<file path="src/rtl/lab1_imul_prod_accum_pkg.sv">
// Shared types and widths for the lab1 product accumulator.
package lab1_imul_prod_accum_pkg;

  localparam int unsigned SUM_W = 32;

  typedef enum logic {
    ACCUM = 1'b0,
    DONE  = 1'b1
  } state_t;

endpackage

</file>
<file path="src/rtl/lab1_imul_prod_accum.sv">
// Sums each group of NUM_PRODS multiplier products modulo 2^32 and emits
// one sum per group over a val/rdy stream, with bubble-free group boundaries.
module lab1_imul_prod_accum
  import lab1_imul_prod_accum_pkg::*;
#(
  parameter int unsigned NUM_PRODS = 4
) (
  input  logic             clk,
  input  logic             reset,
  input  logic             istream_val,
  output logic             istream_rdy,
  input  logic [SUM_W-1:0] istream_msg,
  output logic             ostream_val,
  input  logic             ostream_rdy,
  output logic [SUM_W-1:0] ostream_msg
);

  localparam int unsigned CNT_W = $clog2(NUM_PRODS) + 1;
  localparam logic [CNT_W-1:0] LAST_CNT = CNT_W'(NUM_PRODS - 1);

  state_t           state;
  state_t           state_nxt;
  logic [SUM_W-1:0] sum_reg;
  logic [SUM_W-1:0] sum_nxt;
  logic [CNT_W-1:0] count_reg;
  logic [CNT_W-1:0] count_nxt;
  logic             in_xfer;
  logic             out_xfer;

  // State, running sum and product count; cleared asynchronously on reset low.
  always_ff @(posedge clk or negedge reset) begin
    if (!reset) begin
      state     <= ACCUM;
      sum_reg   <= '0;
      count_reg <= '0;
    end else begin
      state     <= state_nxt;
      sum_reg   <= sum_nxt;
      count_reg <= count_nxt;
    end
  end

  // Next-state and stream handshake logic.
  always_comb begin
    state_nxt   = state;
    sum_nxt     = sum_reg;
    count_nxt   = count_reg;
    istream_rdy = 1'b1;
    ostream_val = 1'b0;
    ostream_msg = '0;
    in_xfer     = 1'b0;
    out_xfer    = 1'b0;

    case (state)
      ACCUM: begin
        in_xfer = istream_val;
        if (in_xfer) begin
          sum_nxt = sum_reg + istream_msg;
          if (count_reg == LAST_CNT) begin
            state_nxt = DONE;
            count_nxt = '0;
          end else begin
            count_nxt = count_reg + CNT_W'(1);
          end
        end
      end

      DONE: begin
        ostream_val = 1'b1;
        ostream_msg = sum_reg;
        istream_rdy = ostream_rdy;
        out_xfer    = ostream_rdy;
        in_xfer     = ostream_rdy && istream_val;
        // A product arriving as the sum leaves seeds the next group.
        if (in_xfer) begin
          sum_nxt = istream_msg;
          if (NUM_PRODS == 1) begin
            count_nxt = '0;
          end else begin
            state_nxt = ACCUM;
            count_nxt = CNT_W'(1);
          end
        end else if (out_xfer) begin
          state_nxt = ACCUM;
          sum_nxt   = '0;
        end
      end

      default: state_nxt = ACCUM;
    endcase
  end

`ifndef SYNTHESIS
  function automatic string line_trace();
    return $sformatf("%b/%b/%h (%s %0d) %b/%b/%h",
                     istream_val, istream_rdy, istream_msg,
                     (state == DONE) ? "D" : "A", count_reg,
                     ostream_val, ostream_rdy, ostream_msg);
  endfunction
`endif

endmodule

</file>
<file path="config.mk">
export PLATFORM = sky130hd
export DESIGN_NAME = lab1_imul_prod_accum
export DESIGN_NICKNAME = d
export VERILOG_FILES = /design/src/rtl/lab1_imul_prod_accum_pkg.sv /design/src/rtl/lab1_imul_prod_accum.sv
export SDC_FILE = /design/constraint.sdc
export NUM_CORES = 1
export LEC_CHECK = 0
export ABC_CLOCK_PERIOD_IN_PS = 8930
export CORE_ASPECT_RATIO = 1.4
export CORE_MARGIN = 1
export CORE_UTILIZATION = 35
export CTS_BUF_LIST = sky130_fd_sc_hd__clkbuf_8
export DETAILED_ROUTE_END_ITERATION = 6
export MAX_ROUTING_LAYER = met4
export PLACE_DENSITY = 0.56
export SETUP_SLACK_MARGIN = 0.1
export SKIP_CTS_REPAIR_TIMING = 1
export SYNTH_ARGS = -nofsm -noshare
export SYNTH_HDL_FRONTEND = slang
export SYNTH_SLANG_ARGS = --single-unit
</file>
<file path="constraint.sdc">
create_clock -name clk -period 8.93 [get_ports clk]
set_clock_uncertainty 0.2 [all_clocks]
set_input_delay 1.3395 -clock clk [delete_from_list [all_inputs] [get_ports clk]]
set_output_delay 1.3395 -clock clk [all_outputs]
set_load 0.05 [all_outputs]
</file>
==> summary.md <==
| Metric | Value |
|---|---|
| H-Tree Depth | 2 |
| Multi-input gate area | 2680 µm² |
| Slew margin rel. | 0.406 |
| Final min period | 4790 ps |
| Clk_lat worst skew | 300 ps |
| Die width | 89.6 µm |
| Crit Reg-Reg Endpoint | sum_reg[26] |
| Worst-Margin Slew | 891 ps |
| Port bufs | 69 |
| Mapped Cells | 477 |
| Post-synth ARST share | 1.00 |
| Predominant post-synthesis flop cell | dfrtp_1 |
| CTS tree | built |
| Largest net degree at the start of global routing | 59 |
| Slowest stage delay, CP | 810 ps |
| Setup violations, final | 0 |
| R2R cell count | 11 |
| Setup crit start | ostream_rdy |
| Post-route setup slack | 4140 ps |
| Total GRT Usage | 0.196 |
| Most frequent cells in the layout | a21oi_1 (78), clkdlybuf4s50_1 (67), nor2b_1 (48) |
| Critical path arrival | 3250 ps |
| End of the critical path | istream_rdy |
| Ys Warns | 0 |
| Crit end category | output pin |
| Most used cell, CP | clkdlybuf4s50_1 |
| Max reg flops | 32 |
| Number of diodes | 0 |
| Total Wirelength | 10000 µm |
| Worst EP required | 7390 ps |
| DR WL met3 | 288 µm |
| Vias in the first global route | 3491 |
| Initial antenna violation count | 0 |
| Clock buffer depth | 2 |
| Register area | 902 µm² |
| Fmax | 209 MHz |
| R2r setup slk | 5740 ps |
| Initial Util | 0.361 |
| Placed Cells | 657 |
| Fin. max-slew vios | 0 |
| Worst Path Max Fanout | 33 |
| 1st-pass router iterations | 4 |
| First-pass GRT wire length | 16900 µm |
| Synth top area share | 0.240 |
| DP Wirelength | 7040 µm |
| Register area share after synthesis | 0.240 |
| Layout area overhead | 22.8% |
| Leading cell type in the layout, fill and taps excluded | a21oi_1 |
| Reg clk slew, reported paths | 80 ps |
| Share of cells above drive strength 1 | 0.0342 |
| Uppermost layer routed | met4 |
| Final Hold Viols | 0 |
| Final Net Count | 595 |
| CTS Root Cell | clkbuf_8 |
| DIE HEIGHT | 125 µm |
| FILL cells | 1038 |
| DR WL/cell | 15.1 µm |
| Antenna-violating nets left | 0 |
| Synth area leaders | dfrtp_1 (24%), ha_1 (11%), a21oi_1 (10%), nor2b_1 (8.0%), and2_1 (5.7%) |
| Routability Congestion | 0.852 |
| Post-Route M1 WL | 4470 µm |
| Hold Path Class | reg -> reg |
| CTS Buf Count | 5 |
| Status | completed |
| Final Cycle Share | 0.536 |
| Via/cell ratio | 5.44 |
| Syn_nets | 546 |
| Yosys reg bits | 36 |
| DR vias | 3619 |
| Number of synthesized flops with an enable pin | 0 |
| Hold path cells | 1 |
| Clock sink count | 36 |
| Pre-CTS WS | 4150 ps |
| DR iter-0 viols | 147 |
| Worst vdd ir | 0.119 mV |
| Post-synth cell types | 50 |
| R2R Path Start | sum_reg[0] |
| Pwr dens | 358 nW/µm² |
| Fin Setup TNS | 0 ps |
| Row cnt | 44 |
| Die area | 11200 µm² |
| Startpoint Class | input pin |
| Core area | 10400 µm² |
| RSZ-0062 raised after global routing | no |
| WL met2 | 5160 µm |
| Mapped Area | 3760 µm² |
| Max stage delay cell, worst path | clkdlybuf4s50_1 |
| Layout Cells excl Fill | 665 |
| Worst Setup Path Type | in -> out |
| Max cap viols | 0 |
| Gr ovfl total | 0 |
| Syn Area/Cell | 7.88 µm² |
| Biggest area consumer among synthesized cells | dfrtp_1 |
| Pleak | 1.94 nW |
| Final Power | 1.65 mW |
| Crit-path cells | clkdlybuf4s50_1 -> buf_4 -> nor2b_1 -> inv_1 -> clkdlybuf4s50_1 |
| DRC | 0 |
| I/O pin cnt | 70 |
-- logic make-up after synthesis --
group	synth area share
AO/OA/AOI/OAI	0.312
multiplexers	0.0113
AND/OR/NAND/NOR	0.217
buffers and inverters	0.0480
XOR/XNOR	0.0606
flip-flops	0.240
adder cells (fa/ha/maj)	0.112
-- critical path: cells and delay by family --
family	cells	cell delay [ps]
buf+inv	4	1750
simple gates	1	150
-- synthesized netlist by cell type (all sizes together), types with 2 or more instances --
cell,instances
mux2,2
nand2,23
a211o,4
nor3,3
or4,2
and3,5
a21boi,3
mux2i,2
a22oi,4
nand4,6
o21bai,5
xor2,11
inv,17
clkbuf,28
a21o,16
a211oi,26
and2,34
xnor2,15
o22ai,2
nand3,7
dfrtp,36
nor2b,48
a21oi,78
o21ai,28
nand3b,2
nand2b,3
ha,32
o21a,5
nor2,8
buf,3
a31oi,4
-- per-stage QoR --
step            util  cell area [µm²]  hold WS (ps)
2_1_floorplan      -             3760           270
3_3_place_gp   0.435             4530           294
3_5_place_dp   0.435             4530           310
4_1_cts        0.444             4620           329
5_1_grt        0.444             4620           347
6_report       0.444             4620           320
-- power breakdown --
part,switching (mW),total [mW],internal [mW],leakage [nW]
Combinational,0.674,1.18,0.509,1.45
Sequential,0.0913,0.340,0.249,0.433
Clock,0.0681,0.129,0.0609,0.0538
Total,0.833,1.65,0.818,1.94
-- cell type report --
class	count	area share
well taps	138	0.0374
repair buffers	73	0.154
inverters	17	0.0138
clock inverters	2	0.00163
multi-input cells	393	0.580
clock buffers	6	0.0179
flip-flops and latches	36	0.195
-- routing by layer --
layer | vias up | GRT usage
met1 | 1718 | 0.232
met3 | 10 | 0.0225
li1 | 1819 | -
met2 | 72 | 0.341
met5 | - | -
met4 | 0 | 0.0532
-- worst min path at each step --
stage | start | to | slack [ps]
final | count_reg[1] | count_reg[1] | 320
after global routing | count_reg[1] | count_reg[1] | 350
after CTS | count_reg[1] | count_reg[1] | 330
after detailed placement | count_reg[1] | count_reg[1] | 310
after global placement | count_reg[1] | count_reg[1] | 290
after floorplan | count_reg[1] | count_reg[1] | 270
Power figures use the tool's default switching activity.
